[src/rtl/counter_pkg.sv]
// Shared types and helpers for the modulo up/down counter.
// Holds the decoded per-cycle command and parameter sanity checks.
package counter_pkg;

    typedef enum logic [1:0] {
        CMD_HOLD,
        CMD_CLEAR,
        CMD_LOAD,
        CMD_STEP
    } cmd_e;

    // Legal when 1 <= MAX_VAL <= 2**WIDTH-1 and 1 <= STEP <= MAX_VAL.
    function automatic bit params_ok(
        input int width,
        input int max_val,
        input int step,
        input int saturate
    );
        longint top;
        bit     ok;
        ok = 1'b1;
        if (width < 1 || width > 31) begin
            ok = 1'b0;
        end else begin
            top = (longint'(1) << width) - 1;
            if (max_val < 1 || longint'(max_val) > top) ok = 1'b0;
            if (step < 1 || step > max_val) ok = 1'b0;
            if (saturate != 0 && saturate != 1) ok = 1'b0;
        end
        return ok;
    endfunction

    // Priority: clear > load > enable > hold (reset handled in the register).
    function automatic cmd_e decode_cmd(
        input logic clear,
        input logic load,
        input logic enable
    );
        cmd_e c;
        priority case (1'b1)
            clear:   c = CMD_CLEAR;
            load:    c = CMD_LOAD;
            enable:  c = CMD_STEP;
            default: c = CMD_HOLD;
        endcase
        return c;
    endfunction

endpackage

[src/rtl/mod_step_calc.sv]
// Combinational wrap/saturate step arithmetic for mod_counter.
// Works one bit wider than the count so nothing truncates mid-way.
module mod_step_calc
    import counter_pkg::*;
#(
    parameter int WIDTH    = 4,
    parameter int MAX_VAL  = (2 ** WIDTH) - 1,
    parameter int STEP     = 1,
    parameter int SATURATE = 0
) (
    input  logic [WIDTH-1:0] count_i,
    input  logic             up_dn_i,
    output logic [WIDTH-1:0] next_step_val_o,
    output logic             step_limit_o
);

    localparam logic [WIDTH:0]   MAX_W  = (WIDTH+1)'(MAX_VAL);
    localparam logic [WIDTH:0]   STEP_W = (WIDTH+1)'(STEP);
    localparam logic [WIDTH:0]   MOD_W  = MAX_W + (WIDTH+1)'(1);
    localparam logic [WIDTH-1:0] MAX_V  = WIDTH'(MAX_VAL);
    localparam logic [WIDTH-1:0] STEP_V = WIDTH'(STEP);

    logic [WIDTH:0]   cnt_ext;
    logic [WIDTH:0]   up_sum;
    logic [WIDTH-1:0] up_wrap;
    logic [WIDTH-1:0] dn_sub;
    logic [WIDTH-1:0] dn_wrap;
    logic             up_over;
    logic             dn_under;

    assign cnt_ext  = {1'b0, count_i};
    assign up_sum   = cnt_ext + STEP_W;
    assign up_over  = up_sum > MAX_W;
    assign up_wrap  = WIDTH'(up_sum - MOD_W);
    assign dn_under = cnt_ext < STEP_W;
    assign dn_sub   = count_i - STEP_V;
    assign dn_wrap  = WIDTH'(cnt_ext + MOD_W - STEP_W);

    // Pick the in-range, wrapped or clamped result for this direction.
    always_comb begin
        next_step_val_o = count_i;
        step_limit_o    = 1'b0;
        if (up_dn_i) begin
            if (up_over) begin
                step_limit_o = 1'b1;
                if (SATURATE != 0) begin
                    next_step_val_o = MAX_V;
                end else begin
                    next_step_val_o = up_wrap;
                end
            end else begin
                next_step_val_o = up_sum[WIDTH-1:0];
            end
        end else begin
            if (dn_under) begin
                step_limit_o = 1'b1;
                if (SATURATE != 0) begin
                    next_step_val_o = '0;
                end else begin
                    next_step_val_o = dn_wrap;
                end
            end else begin
                next_step_val_o = dn_sub;
            end
        end
    end

endmodule

[src/rtl/mod_counter.sv]
// Parametrised modulo up/down counter with load, clear and limit events.
// Wrap or clamp at the range ends; limit pulses, ovf_sticky latches it.
module mod_counter
    import counter_pkg::*;
#(
    parameter int WIDTH    = 4,
    parameter int MAX_VAL  = (2 ** WIDTH) - 1,
    parameter int STEP     = 1,
    parameter int SATURATE = 0
) (
    input  logic             clk,
    input  logic             rst,
    input  logic             enable,
    input  logic             up_dn,
    input  logic             clear,
    input  logic             load,
    input  logic [WIDTH-1:0] load_val,
    input  logic             ovf_clr,
    output logic [WIDTH-1:0] count,
    output logic             at_max,
    output logic             at_min,
    output logic             limit,
    output logic             ovf_sticky
);

    if (!params_ok(WIDTH, MAX_VAL, STEP, SATURATE)) begin : g_bad_params
        $error("mod_counter: illegal WIDTH/MAX_VAL/STEP/SATURATE");
    end

    localparam logic [WIDTH:0]   MAX_W = (WIDTH+1)'(MAX_VAL);
    localparam logic [WIDTH-1:0] MAX_V = WIDTH'(MAX_VAL);

    logic [WIDTH-1:0] count_q;
    logic [WIDTH-1:0] count_d;
    logic             limit_q;
    logic             limit_d;
    logic             sticky_q;
    logic             sticky_d;

    cmd_e             cmd;
    logic [WIDTH-1:0] step_val;
    logic             step_lim;
    logic [WIDTH-1:0] load_clip;

    mod_step_calc #(
        .WIDTH    (WIDTH),
        .MAX_VAL  (MAX_VAL),
        .STEP     (STEP),
        .SATURATE (SATURATE)
    ) u_step (
        .count_i         (count_q),
        .up_dn_i         (up_dn),
        .next_step_val_o (step_val),
        .step_limit_o    (step_lim)
    );

    assign load_clip = ({1'b0, load_val} > MAX_W) ? MAX_V : load_val;

    // Resolve the single command that acts this cycle.
    always_comb begin
        cmd = decode_cmd(clear, load, enable);
    end

    // Next count and limit from the decoded command; sticky absorbs limit.
    always_comb begin
        count_d = count_q;
        limit_d = 1'b0;
        unique case (cmd)
            CMD_CLEAR: begin
                count_d = '0;
            end
            CMD_LOAD: begin
                count_d = load_clip;
            end
            CMD_STEP: begin
                count_d = step_val;
                limit_d = step_lim;
            end
            default: begin
                count_d = count_q;
            end
        endcase
        sticky_d = (sticky_q & ~ovf_clr) | limit_d;
    end

    // State registers with synchronous reset.
    always_ff @(posedge clk) begin
        if (rst) begin
            count_q  <= '0;
            limit_q  <= 1'b0;
            sticky_q <= 1'b0;
        end else begin
            count_q  <= count_d;
            limit_q  <= limit_d;
            sticky_q <= sticky_d;
        end
    end

    assign count      = count_q;
    assign limit      = limit_q;
    assign ovf_sticky = sticky_q;
    assign at_max     = count_q == MAX_V;
    assign at_min     = count_q == '0;

endmodule

[config.mk]
export PLATFORM = sky130hd
export DESIGN_NAME = mod_counter
export DESIGN_NICKNAME = d
export VERILOG_FILES = /design/src/rtl/counter_pkg.sv /design/src/rtl/mod_step_calc.sv /design/src/rtl/mod_counter.sv
export SDC_FILE = /design/constraint.sdc
export NUM_CORES = 1
export LEC_CHECK = 0
export BUFFER_PORTS_ARGS = -buffer_cell sky130_fd_sc_hd__buf_2
export CORE_AREA = 2 2 39 41
export CTS_CLUSTER_SIZE = 40
export DETAILED_ROUTE_END_ITERATION = 6
export DIE_AREA = 0 0 41 43
export PLACE_DENSITY_LB_ADDON = 0.1
export RECOVER_POWER = 100
export SLEW_MARGIN = 25
export SYNTH_ARGS = -nofsm -noshare
export SYNTH_HDL_FRONTEND = slang
export SYNTH_SLANG_ARGS = --single-unit
[constraint.sdc]
create_clock -name clk -period 3.55 [get_ports clk]
set_input_delay 0 -clock clk [delete_from_list [all_inputs] [get_ports clk]]
set_output_delay 0 -clock clk [all_outputs]
set_load 0.01 [all_outputs]
==> results of run 1 <==
state kept, by name (all words and copies together) (netlist names):
signal      flops
count           4
limit           1
ovf_sticky      1
layer usage:
| layer | up-vias | GRT usage | wire length (um) |
|---|---|---|---|
| met5 | - | 0 | 0 |
| met3 | 2 | 0.03141 | 81 |
| met1 | 163 | 0.1479 | 374 |
| met2 | 15 | 0.1594 | 365 |
| met4 | 0 | 0.06000 | 5 |
| li1 | 197 | - | - |
power breakdown:
group | switching (mW) | leakage, nW | internal (mW)
registers | 0.00445 | 0.0490 | 0.0705
logic | 0.0173 | 0.171 | 0.0171
clock network | 0.0215 | 0.0138 | 0.0380
total | 0.0433 | 0.234 | 0.126
kinds of logic (layout without fill, tap and decap cells):
logic type,Yosys count,count (layout),share of synthesized area
flops,6,6,0.3265
xor+xnor,5,5,0.1191
simple gates,10,10,0.1735
compound gates,12,12,0.1905
fa+ha+maj,3,3,0.1021
buf+inv,3,26,0.03061
mux,2,2,0.05782
how the worst max path moves through the flow:
stage                     startpoint                    end  slack [ps]  cells after the start
2_1_floorplan  count[0]$_SDFFE_PP0P_  ovf_sticky$_SDFF_PP0_        2070                      6
3_3_place_gp   count[0]$_SDFFE_PP0P_  ovf_sticky$_SDFF_PP0_        2050                      6
3_5_place_dp   count[0]$_SDFFE_PP0P_  ovf_sticky$_SDFF_PP0_        2000                      6
4_1_cts        count[0]$_SDFFE_PP0P_  ovf_sticky$_SDFF_PP0_        1990                      6
5_1_grt        count[0]$_SDFFE_PP0P_  ovf_sticky$_SDFF_PP0_        1860                      6
6_report       count[0]$_SDFFE_PP0P_  ovf_sticky$_SDFF_PP0_        2010                      6
layout make-up:
class | instances | area, um^2
tap | 16 | 20.02
timing repair buffer | 20 | 100.1
sequential | 6 | 120.1
fill | 155 | 873.3
clock buffer | 3 | 22.52
multi-input combinational | 32 | 236.5
inverter | 3 | 11.26
critical path, stage by stage (launching register included):
cell and delay [ps]:
dfxtp_1 450, inv_1 100, ha_1 310, nor4bb_1 270, a21oi_1 120, a21oi_2 160
a21o_1 90
stage by stage:
stage	total power [mW]	hold WS [ps]	util	cell area, um^2	instances
after detailed placement	0.1106	185.3	0.3454	478.0	75
after global routing	0.1808	44.41	0.3689	510.5	80
after global placement	0.1109	186.3	0.3454	478.0	75
after floorplan	0.09450	76.79	-	367.9	41
final	0.1689	28.40	0.3689	510.5	80
after CTS	0.1739	24.43	0.3761	520.5	80
repair_timing:
item	4_1_cts	5_1_grt
setup buffers	0	0
resized for setup	0	0
hold buffers	2	0
endpoints found under the hold margin	1	0
cells in the final DEF, fill, tap and decap left out:
cell type       n
nor4_1          1
dfxtp_1         6
nor3_1          1
nor3b_2         1
nor2_1          3
ha_1            3
and3_1          1
xnor2_1         2
a21o_1          1
and4_1          1
a21oi_2         1
mux2i_1         1
o21ai_0         4
inv_1           3
a21oi_1         5
clkbuf_1        8
mux2_1          1
buf_2          10
xor2_1          3
nand2_1         1
o2111ai_1       1
nor4bb_1        1
dlygate4sd3_1   2
clkbuf_4        3
==> impl_results.md, run 1 <==
- Status: complete, no violations
- Worst-path clk slew: 40 ps
- CTS Buf Count: 3
- Reg-to-reg critical path endpoint: ovf_sticky$_SDFF_PP0_
- Critical path type: flip-flop to flip-flop
- Drt wl/cell: between 10 and 15 um
- Flops & latches, synth: 6
- Starting density of the core: 0.2658
- GRT Overall Usage: 0.1124
- Setup ws final: ~2000 ps
- Hold Path Cell Cnt: 3
- Arrival time at the worst endpoint: 1730 ps
- Post-synth EDFFs: 0
- Seq/Total Area, Yosys: 0.3265
- CP endpoint kind: flip-flop
- Congestion Overflow GR: 0
- Final Slew Violations: 0
- Startpoint types: flip-flop
- Top cell type's share of synthesized area: 0.3265
- Final worst path period need: around 1500 ps
- Hold Fails Final Rpt: 0
- H-tree depth: 1
- Synth Cell Area: 367.9 um^2
- Area leader, netlist: dfxtp_1
- Pre-antenna DRT Iters: 4
- Maximum VDD drop: between 0.0001 and 0.00015 V
- Initial antenna violation count: 0
- First-pass GRT wire length: 1352 um
- WL final: 825 um
- Placer Congestion: 0.5803
- Vias per cell: 4.713
- Layout cell share with drive strength beyond 1: 0.2344
- # IOs: 19
- Core area: 1384 um^2
- Layout area overhead: 38.78%
- Maximum clock insertion buffer count: 2
- Routed Antenna Nets: 0
- Root Buffer: clkbuf_4
- Period utilization: 0.4352
- Dpl ws: 1999 ps
- P_leak: roughly 0.23 nW
- Most numerous cell in the Yosys netlist: dfxtp_1
- Syn Nets: 55
- Row count: 14
- Clk_lat worst skew: 240 ps
- PortBufs: 18
- Synth warn: 0
- Fmax: 0.6473 GHz
- Starting DRT DRC Count: 2
- Post-synth cell types: 21
- Ant. Diodes: 0
- Final setup viols: 0
- Async set-reset flop share out of synthesis: 0
- Slew @ Worst Pin: 261.2 ps
- Slew headroom: 0.8257
- RR Startpoint: count[0]$_SDFFE_PP0P_
- Synthesized instance count: 41
- Fin Setup TNS: 0 ps
- PD cells: roughly 330 nW/um^2
- Die area: 1763 um^2
- Die Ht: 43 um
- Crit-path max FO: 7
- Worst Reg-to-Reg Cells: 6
- Number of vias in the routed layout: 377
- Hold Path Sink: count[2]$_SDFFE_PP0P_
- Hold WC Path Type: primary input to flip-flop
- Worst hold start: load_val[2]
- Max-cap viol count: 0
- Clock Sinks: 6
- Nets: 80
- R2R Setup Slk: 2010 ps
- Final setup skew: 0.9249 ps
- Area contributors post-synth: dfxtp_1 33%, ha_1 10%, xor2_1 7.1%
- TritonCTS clock tree: done
- CP required: approximately 3700 ps
- Mean Syn Cell Area: 8.972 um^2
- DIE WIDTH: 41 um
- RSZ-0062 raised after global routing: no
- Synth Flop Type: dfxtp_1
- Dpl hpwl: 691.6 um
- DRC viols: 0
- Vias in the first global route: 335
- Top cells by count, synth: 6 x dfxtp_1, 5 x a21oi_1
- Largest net degree at the start of global routing: 8
Power figures use the tool's default switching activity.
==> run 2, diff against run 1 <==
ABC_AREA = 1   (was default)
clock period = 1.25 ns   (was 3.55 ns; I/O delays follow)
==> impl_results.md, run 2 <==
- Most numerous cell in the Yosys netlist: nand2_1
- Starting DRT DRC Count: 7
- First-pass GRT wire length: 2014 um
- Main combinational cell family by area after synthesis: simple AND/OR/NAND/NOR gates
- Ant. Diodes: 0
- Slew headroom: 0.7894
- Grt met1 use: 0.1929
- Crit-path slowest cell: dfxtp_2
- P_leak: 0.3527 nW
- Fin Setup TNS: 0 ps
- Vias in the first global route: between 500 and 600
- Core area: 1384 um^2
- Worst path buffer plus inverter count: 2
- Routed Antenna Nets: 0
- Slew @ Worst Pin: between 300 and 400 ps
- GRT Overall Usage: 0.1677
- DRC viols: 0
- Period utilization: 0.9404
- Critical path's largest stage delay: 330 ps
- Congestion Overflow GR: 0
- Root Buffer: clkbuf_4
- Final setup skew: roughly 3.2 ps
- Post-synth cell types: 23
- Compound-gate portion of the synthesized area: 0.1063
- Post-synth EDFFs: 0
- Setup ws final: 74.46 ps
- Layout cell share with drive strength beyond 1: 0.4158
- Largest net degree at the start of global routing: 9
- Met3 usage: 0.06806
- RSZ-0062 raised after global routing: yes
- Critical path type: flip-flop to flip-flop
- DIE WIDTH: 41 um
- H-tree depth: 1
- Hold WC Path Type: primary input to flip-flop
- Grt peak-use layer: met2
- Dpl ws: 28.55 ps
- Most common cell after layout, fill and taps aside: nand2_1
- CP required: 1380 ps
- WL final: between 1000 and 1500 um
- Final worst path period need: between 1000 and 1500 ps
- Hold Fails Final Rpt: 0
- Arrival time at the worst endpoint: 1310 ps
- Multiplexer share of the synthesized area: 0
- Crit-path max FO: 4
- Maximum VDD drop: roughly 0.00041 V
- Pre-antenna DRT Iters: 3
- Async set-reset flop share out of synthesis: 0
- Top cell type's share of synthesized area: 0.2430
- Nets: 117
- Commonest cells after routing, fill and taps aside: 19 x nand2_1, 16 x buf_2, 9 x inv_1, 7 x nand3_1, 5 x buf_4
- Final setup viols: 0
- Synth Cell Area: 494.2 um^2
- Fmax: 0.8507 GHz
- PortBufs: 18
- Synth Area in XOR/XNOR: 0.03544
- Final Slew Violations: 0
- Worst Setup EP: count[3]$_SDFFE_PP0P_
- Simple-gate area share of the yosys netlist: 0.3975
- Seq/Total Area, Yosys: 0.2430
- WP depth: 8
- Vias per cell: 4.658
- Row count: 14
- Area leader, netlist: dfxtp_1
- R2R Setup Slk: 70 ps
- Number of vias in the routed layout: 545
- Drt wl/cell: 10.32 um
- Reg-to-reg critical path endpoint: count[3]$_SDFFE_PP0P_
- CTS Buf Count: 3
- Fill count: 157
- Starting density of the core: 0.3571
- Maximum clock insertion buffer count: 2
- # IOs: 19
- Clock Sinks: 6
- Startpoint types: flip-flop
- Synth Flop Type: dfxtp_1
- Setup crit start: count[1]$_SDFFE_PP0P_
- CP endpoint kind: flip-flop
- PD cells: 826.4 nW/um^2
- Worst-path clk slew: 50 ps
- Dpl hpwl: 946.8 um
- Mean Syn Cell Area: about 6.7 um^2
- Syn Nets: about 90
- Post-synthesis adder-cell area fraction: 0.07595
- Status: complete, no violations
- Top cells by count, synth: 19 x nand2_1, 12 x inv_1, 7 x nand3_1
- CP top delay family: simple AND/OR/NAND/NOR gates
- CP cell instances: buf_6 > buf_4 > nor2_1 > nand2_1 > nand2_1 > nand3_1 > nand3_1 > a21oi_2
- Initial antenna violation count: 0
- Max-cap viol count: 0
- Layout area overhead: 41.52%
- Die area: ~1800 um^2
- Area contributors post-synth: dfxtp_1 24%, nand2_1 14%, inv_1 9.1%
- Synthesized instance count: 74
- Die Ht: ~43 um
- Worst Reg-to-Reg Cells: 8
- Placer Congestion: 0.7156
- GR Util met2: 0.2750
- Max reg flops: 4
- Flops & latches, synth: 6
- RR Startpoint: count[1]$_SDFFE_PP0P_
- TritonCTS clock tree: done
- Synth warn: 0
- Clk_lat worst skew: 240 ps
==> run 2: changes by cell type in the layout (fill, tap and decap cells not counted), moves of 3 or more <==
cell,delta
inv_1,+6
buf_4,+5
o21ai_0,-3
inv_2,+3
nand2_1,+18
nand3_1,+7
buf_2,+6
clkbuf_1,-6
xor2_1,-3
==> run 2: stage by stage <==
step | std cells | instance area, um^2 | utilization | hold slack, ps | power, mW
after global routing | 117 | 699.4 | 0.5054 | 27.63 | 0.6168
final | 117 | 699.4 | 0.5054 | 11.97 | 0.5780
after global placement | 111 | 626.9 | 0.4530 | 252.0 | 0.3798
after floorplan | 74 | 495.5 | - | 61.65 | 0.3165
after detailed placement | 111 | 626.9 | 0.4530 | 254.1 | 0.3811
after CTS | 116 | 669.4 | 0.4837 | 11.55 | 0.5732
==> run 2: area by class of cell <==
type | instances | area [um^2] | area share
Sequential cell | 6 | 125.1 | 0.1789
Multi-Input combinational cell | 52 | 319.1 | 0.4562
Tap cell | 16 | 20.02 | 0.02862
Inverter | 14 | 56.30 | 0.08050
Timing Repair Buffer | 26 | 156.4 | 0.2236
Clock buffer | 3 | 22.52 | 0.03220
==> run 2: cell families after synthesis <==
logic type	after synthesis
and+or+nand+nor	38
buffers and inverters	16
adders and majority gates	3
AOI/OAI and AO/OA	9
DFF	6
xor gates and xnor gates	2
==> run 2: worst reg2reg max path, cell delays in order, from the launching register on <==
cell	delay, ps
dfxtp_2	330
buf_6	110
buf_4	140
nor2_1	140
nand2_1	60
nand2_1	50
nand3_1	70
nand3_1	100
a21oi_2	50
==> run 2: routing by layer <==
layer,up-vias,wire [um]
li1,289,-
met1,239,522
met2,17,622
met3,0,62
met4,0,0
met5,-,0
==> run 2: worst min-delay path by stage <==
stage | depth (start not counted) | endpoint | from
floorplan | 1 | count[0]$_SDFFE_PP0P_ | rst
global placement | 4 | ovf_sticky$_SDFF_PP0_ | ovf_clr
detailed placement | 4 | ovf_sticky$_SDFF_PP0_ | ovf_clr
CTS | 3 | count[1]$_SDFFE_PP0P_ | load_val[1]
global route | 3 | count[1]$_SDFFE_PP0P_ | load_val[1]
finish | 3 | count[1]$_SDFFE_PP0P_ | load_val[1]
==> run 2: report_power, final <==
part	total, mW	internal, mW	switching (mW)
registers	0.213	0.202	0.0118
logic	0.182	0.0872	0.0947
clock network	0.183	0.109	0.0738
total	0.578	0.398	0.180
==> run 2: what timing repair did <==
action                                 CTS  global route
setup endpoints to repair                0             3
endpoints found under the hold margin    2             0
resized for setup                        0             9
hold buffers                             2             0
setup buffers                            0             1
